`src/rtl/goldschmidt_iter_ctrl_if.sv`:
```
// Handshake and multiplier bus between the Goldschmidt iteration controller and its surroundings.
// The master side issues requests and supplies the external multiplier product.
interface goldschmidt_iter_ctrl_if #(
    parameter int W = 24
);
    logic           start;
    logic [W-1:0]   n_in;
    logic [W-1:0]   d_in;
    logic           ready;
    logic           busy;
    logic           done;
    logic           err;
    logic [W-1:0]   q_out;
    logic [W-1:0]   mul_a;
    logic [W-1:0]   mul_x;
    logic [2*W-1:0] mul_product;

    modport master (
        output start, n_in, d_in, mul_product,
        input  ready, busy, done, err, q_out, mul_a, mul_x
    );

    modport slave (
        input  start, n_in, d_in, mul_product,
        output ready, busy, done, err, q_out, mul_a, mul_x
    );
endinterface

```
`src/rtl/goldschmidt_iter_ctrl.sv`:
```
// Goldschmidt divider iteration controller: holds N, D, F in Q1.23 and time-shares one external
// multiplier, spending two cycles (N*F then D*F) per iteration.
module goldschmidt_iter_ctrl #(
    parameter int W    = 24,
    parameter int ITER = 5
) (
    input logic                    clk,
    input logic                    rst,
    goldschmidt_iter_ctrl_if.slave bus
);
    localparam int CNT_W = $clog2(ITER) + 1;

    typedef enum logic [1:0] {
        IDLE  = 2'd0,
        MUL_N = 2'd1,
        MUL_D = 2'd2,
        DONE  = 2'd3
    } state_t;

    state_t             state_q, state_d;
    logic [W-1:0]       n_reg_q, n_reg_d;
    logic [W-1:0]       d_reg_q, d_reg_d;
    logic [W-1:0]       f_reg_q, f_reg_d;
    logic [W-1:0]       q_out_q, q_out_d;
    logic [CNT_W-1:0]   iter_cnt_q, iter_cnt_d;
    logic               err_q, err_d;
    logic               done_q, done_d;
    logic               ready_q, ready_d;
    logic               busy_q, busy_d;

    logic [W-1:0]       prod_t;
    logic               in_ok;
    logic               unused_prod_bits;

    // Q2.46 product back to Q1.23 by truncation; the dropped bits are zero or below one LSB.
    assign prod_t           = bus.mul_product[2*W-2:W-1];
    assign unused_prod_bits = ^{bus.mul_product[2*W-1], bus.mul_product[W-2:0]};
    assign in_ok            = (bus.n_in[W-1:W-2] == 2'b01) && (bus.d_in[W-1:W-2] == 2'b01);

    always_comb begin
        bus.mul_a = '0;
        bus.mul_x = '0;
        case (state_q)
            MUL_N: begin
                bus.mul_a = n_reg_q;
                bus.mul_x = f_reg_q;
            end
            MUL_D: begin
                bus.mul_a = d_reg_q;
                bus.mul_x = f_reg_q;
            end
            default: begin
                bus.mul_a = '0;
                bus.mul_x = '0;
            end
        endcase
    end

    always_comb begin
        state_d    = state_q;
        n_reg_d    = n_reg_q;
        d_reg_d    = d_reg_q;
        f_reg_d    = f_reg_q;
        q_out_d    = q_out_q;
        iter_cnt_d = iter_cnt_q;
        err_d      = err_q;

        case (state_q)
            IDLE: begin
                if (bus.start) begin
                    if (!in_ok) begin
                        err_d   = 1'b1;
                        q_out_d = '0;
                        state_d = DONE;
                    end else begin
                        n_reg_d    = bus.n_in;
                        d_reg_d    = bus.d_in;
                        f_reg_d    = ~bus.d_in + W'(1);
                        iter_cnt_d = '0;
                        err_d      = 1'b0;
                        state_d    = MUL_N;
                    end
                end
            end
            MUL_N: begin
                n_reg_d = prod_t;
                state_d = MUL_D;
            end
            MUL_D: begin
                // F for the next iteration comes straight from the fresh D product.
                d_reg_d    = prod_t;
                f_reg_d    = ~prod_t + W'(1);
                iter_cnt_d = iter_cnt_q + CNT_W'(1);
                if (iter_cnt_q == CNT_W'(ITER - 1)) begin
                    q_out_d = n_reg_q;
                    state_d = DONE;
                end else begin
                    state_d = MUL_N;
                end
            end
            DONE: begin
                state_d = IDLE;
            end
            default: begin
                state_d = IDLE;
            end
        endcase

        ready_d = (state_d == IDLE);
        busy_d  = (state_d == MUL_N) || (state_d == MUL_D);
        done_d  = (state_d == DONE);
    end

    always_ff @(posedge clk or posedge rst) begin
        if (rst) begin
            state_q    <= IDLE;
            n_reg_q    <= '0;
            d_reg_q    <= '0;
            f_reg_q    <= '0;
            q_out_q    <= '0;
            iter_cnt_q <= '0;
            err_q      <= 1'b0;
            done_q     <= 1'b0;
            ready_q    <= 1'b1;
            busy_q     <= 1'b0;
        end else begin
            state_q    <= state_d;
            n_reg_q    <= n_reg_d;
            d_reg_q    <= d_reg_d;
            f_reg_q    <= f_reg_d;
            q_out_q    <= q_out_d;
            iter_cnt_q <= iter_cnt_d;
            err_q      <= err_d;
            done_q     <= done_d;
            ready_q    <= ready_d;
            busy_q     <= busy_d;
        end
    end

    assign bus.ready = ready_q;
    assign bus.busy  = busy_q;
    assign bus.done  = done_q;
    assign bus.err   = err_q;
    assign bus.q_out = q_out_q;
endmodule

```
`src/flat_wrapper.sv`:
```
// flat-port wrapper written by rule: the top's interface ports become plain ports
module goldschmidt_iter_ctrl_flat 
#(
    parameter int W    = 24,
    parameter int ITER = 5
)
  (clk, rst, bus_start, bus_n_in, bus_d_in, bus_mul_product, bus_ready, bus_busy, bus_done, bus_err, bus_q_out, bus_mul_a, bus_mul_x);
  goldschmidt_iter_ctrl_if #(.W(W)) bus_i ();
  input logic clk;
  input logic rst;
  input wire logic [$bits(bus_i.start)-1:0] bus_start;
  input wire logic [$bits(bus_i.n_in)-1:0] bus_n_in;
  input wire logic [$bits(bus_i.d_in)-1:0] bus_d_in;
  input wire logic [$bits(bus_i.mul_product)-1:0] bus_mul_product;
  output wire logic [$bits(bus_i.ready)-1:0] bus_ready;
  output wire logic [$bits(bus_i.busy)-1:0] bus_busy;
  output wire logic [$bits(bus_i.done)-1:0] bus_done;
  output wire logic [$bits(bus_i.err)-1:0] bus_err;
  output wire logic [$bits(bus_i.q_out)-1:0] bus_q_out;
  output wire logic [$bits(bus_i.mul_a)-1:0] bus_mul_a;
  output wire logic [$bits(bus_i.mul_x)-1:0] bus_mul_x;
  assign bus_i.start = bus_start;
  assign bus_i.n_in = bus_n_in;
  assign bus_i.d_in = bus_d_in;
  assign bus_i.mul_product = bus_mul_product;
  assign bus_ready = bus_i.ready;
  assign bus_busy = bus_i.busy;
  assign bus_done = bus_i.done;
  assign bus_err = bus_i.err;
  assign bus_q_out = bus_i.q_out;
  assign bus_mul_a = bus_i.mul_a;
  assign bus_mul_x = bus_i.mul_x;
  goldschmidt_iter_ctrl #(.W(W), .ITER(ITER)) u_core (.clk(clk), .rst(rst), .bus(bus_i));
endmodule
```
`config.mk`:
```
export PLATFORM = sky130hd
export DESIGN_NAME = goldschmidt_iter_ctrl_flat
export DESIGN_NICKNAME = d
export VERILOG_FILES = /design/src/rtl/goldschmidt_iter_ctrl_if.sv /design/src/rtl/goldschmidt_iter_ctrl.sv /design/src/flat_wrapper.sv
export SDC_FILE = /design/constraint.sdc
export NUM_CORES = 1
export LEC_CHECK = 0
export BUFFER_PORTS_ARGS = -buffer_cell sky130_fd_sc_hd__buf_2
export CAP_MARGIN = 20
export CORE_MARGIN = 2
export CORE_UTILIZATION = 56
export CTS_BUF_LIST = sky130_fd_sc_hd__clkbuf_16
export CTS_CLUSTER_DIAMETER = 200
export DETAILED_ROUTE_END_ITERATION = 12
export GPL_TIMING_DRIVEN = 0
export HOLD_SLACK_MARGIN = 0.08
export PLACE_DENSITY = 0.88
export SETUP_SLACK_MARGIN = 0.2
export SLEW_MARGIN = 0
export SYNTH_ARGS = -nofsm -noshare
export SYNTH_HDL_FRONTEND = slang
export SYNTH_SLANG_ARGS = --single-unit
export TNS_END_PERCENT = 50
```
`constraint.sdc`:
```
create_clock -name clk -period 6.8 [get_ports clk]
set_input_delay 1.7 -clock clk [delete_from_list [all_inputs] [get_ports clk]]
set_output_delay 1.7 -clock clk [all_outputs]
set_load 0.01 [all_outputs]
```
==> run summary <==
Die X - 104 um
DP Cell Count - 860
R2R Setup Slk - 1.76 ns
Worst R2R End - u_core.f_reg_q[10]
CTS tree - built
Clock transition at path regs - 0.07 ns
Area Growth Syn to Fin - 21.7%
Initial Util - 57.7%
Final HPWL DP - 13,300 um
Hold Crit Class - reg2reg
Die H - 104 um
Core outline area - 0.00973 mm^2
Hold buffers post-CTS - 0
Worst reg2reg startpoint - u_core.state_q[0]
CP endpoint kind - output pin
Setup CP Type - reg2out
Final period utilization - 83.2%
Port Buffers - 150
Clock Skews - 0.00767 ns
Clock root buffer - clkbuf_16
Achievable Freq - 177 MHz
Final WL - 17,200 um
Crit start category - flip-flop
Synth Area per Inst - 9.74 um^2
Worst slew pin tran - 1.17 ns
DRT antenna net count - 0
Gpl congestion - 0.966
Max_cap viols - 0
Leakage - 3.15 nW
WL/cell - 19.7 um
Grt ovf - 0
Number of synthesized register bits - 105
Clock sink total - 105
Synth Instances - 576
Syn_nets - 684
Register area share after synthesis - 46.8%
Setup TNS - 0 ns
Initial antenna violation count - 0
Crit path to - bus_mul_a[19]
CP arrival - 3.96 ns
Final setup viols - 0
Post-CTS resize count - 0
Critical Path Fanout Max - 10
Vias per cell - 6.03
Max-slew headroom - 21.8%
Final hold vios - 0
Largest net degree at the start of global routing - 55
Clk_lat worst skew - 0.35 ns
Clock buffer depth - 2
Cell variety after synth - 57
Drt initial violations - 442
VDD IR max - 0.251 mV
Slew Viols, Final - 0
Total Routing Usage GR - 31.9%
Die area - 0.0108 mm^2
# diodes - 0
Hold WS - 0.479 ns
Critical path startpoint - u_core.state_q[0]
Status - completed
YS warnings - 0
Post-synth EDFFs - 0
Drt first pass iters - 5
RSZ-0062 raised after global routing - false
Vias in the first global route - 5,051
DRC - 0
Layout cell share with drive strength beyond 1 - 24.1%
Main synth FF type - dfrtp_1
Async S/R FF share, synth - 100%
Inserted Clock Buffers - 9
Non-filler cells, final - 876
Required @ worst endpoint - 5.10 ns
Cell row count - 36
Global-route wire length before repair - 27,000 um
# IOs - 175
Nets - 846
R2R cell count - 14
Post-CTS setup buffers - 0
Final min period - 5.66 ns
PwrDens - 512 mW/mm^2
Cell area after synthesis - 0.00561 mm^2
H-tree Lvls - 3
Vias - 5,283
## stage by stage
| stage | utilization, % | worst slack (ns) | area (um^2) | total power [mW] |
|---|---|---|---|---|
| 4_1_cts | 70.2 | 1.24 | 6830 | 3.47 |
| 2_1_floorplan | - | 2.34 | 5610 | 2.30 |
| 3_5_place_dp | 67.4 | 1.63 | 6560 | 2.97 |
| 5_1_grt | 70.2 | 0.991 | 6830 | 3.72 |
| 6_report | 70.2 | 1.14 | 6830 | 3.50 |
| 3_3_place_gp | 67.1 | 1.32 | 6530 | 2.92 |
## power by group
part	switching (mW)	leakage (nW)	internal, mW
clock network	0.239	0.135	0.249
registers	0.200	1.25	0.911
logic	1.14	1.76	0.757
total	1.58	3.15	1.92
## layout make-up
type / count / area (um^2)
fillers: 799 / 2900
clock inverters: 7 / 46.3
inverters: 8 / 32.5
multi-input cells: 423 / 2790
flip-flops and latches: 105 / 2630
well taps: 133 / 166
clock buffers: 9 / 225
plain buffers: 40 / 163
repair buffers: 151 / 778
## registers in the layout (all words and copies together), names as in the netlist
name and count:
u_core.bus.busy 1, u_core.bus.done 1, u_core.bus.err 1, u_core.bus.q_out 24
u_core.bus.ready 1, u_core.d_reg_q 23, u_core.f_reg_q 24, u_core.iter_cnt_q 4
u_core.n_reg_q 24, u_core.state_q 2
## Yosys cell counts, drive strengths merged, types with 2 or more instances
master | instances | area, um^2
a22o | 27 | 236
nor2 | 55 | 206
nand3 | 11 | 55.1
o211ai | 2 | 15.0
or3 | 7 | 43.8
xnor2 | 7 | 61.3
mux2i | 51 | 510
a21oi | 50 | 250
or4 | 5 | 41.3
clkbuf | 34 | 128
nor3 | 8 | 40.0
a22oi | 24 | 180
ha | 9 | 113
nand4 | 2 | 12.5
o31ai | 2 | 15.0
o21ai | 23 | 115
nand2 | 36 | 135
buf | 6 | 35.0
a211oi | 2 | 15.0
a31oi | 4 | 25.0
xor2 | 8 | 70.1
or4b | 2 | 20.0
and4bb | 2 | 25.0
inv | 8 | 30.0
o22ai | 3 | 18.8
nor4b | 2 | 17.5
o22a | 2 | 17.5
nand3b | 2 | 15.0
nor3b | 3 | 22.5
or3b | 2 | 17.5
o21a | 4 | 30.0
and2 | 25 | 156
a21o | 2 | 15.0
nor2b | 24 | 150
dfrtp | 104 | 2600
## per-layer routing
metal  share of wire [%]  up-vias  wire [um]  track usage, %
met4                 2.1        0        355            9.27
met5                   0        -          0               0
met3                 8.5       35       1460            6.27
met2                  48      288       8200            51.7
met1                  42     2562       7200            43.9
li1                    -     2398          -               -
## worst min path at each step
| stage | startpoint | end | slack (ns) | cells after the start |
|---|---|---|---|---|
| detailed placement | u_core.f_reg_q[23] | u_core.f_reg_q[23] | 0.46 | 2 |
| global placement | u_core.f_reg_q[1] | u_core.f_reg_q[1] | 0.45 | 2 |
| global route | u_core.f_reg_q[1] | u_core.f_reg_q[1] | 0.50 | 2 |
| CTS | u_core.f_reg_q[23] | u_core.f_reg_q[23] | 0.48 | 2 |
| finish | u_core.f_reg_q[1] | u_core.f_reg_q[1] | 0.48 | 2 |
| floorplan | u_core.f_reg_q[1] | u_core.f_reg_q[1] | 0.43 | 2 |
## logic make-up after synthesis
logic type | count (synthesis) | share of synthesized area [%]
simple gates | 193 | 18.0
fa+ha+maj | 9 | 2.01
flops | 105 | 46.8
xor+xnor | 15 | 2.34
compound gates | 154 | 18.1
buf+inv | 48 | 3.43
mux | 52 | 9.30
## critical path, stage by stage (launching register included)
cell and delay, ns:
dfrtp_1 0.42, inv_1 0.13, ha_1 0.19, buf_6 0.14, clkbuf_1 0.43, buf_2 0.41, buf_1 0.48, buf_2 0.40
clkbuf_1 0.46, a22oi_1 0.18, nor2b_1 0.21, buf_2 0.16
## placed cells by master (no fill, tap or decap), types with 3 or more instances in the layout
cell type / count
o21ai_0: 23
xor2_1: 8
o21a_1: 4
a31oi_1: 4
a21oi_1: 50
buf_2: 154
or3_1: 7
xnor2_1: 7
o22ai_1: 3
clkbuf_1: 34
dfrtp_1: 104
nand3_1: 11
or4_1: 4
mux2i_1: 51
clkbuf_16: 9
nor3b_1: 3
ha_1: 9
a22o_1: 27
a22oi_1: 24
inv_1: 8
nor2_1: 55
nand2_1: 36
nor2b_1: 24
nor3_1: 8
and2_1: 25
No activity file was read; power rests on OpenSTA's default activity.
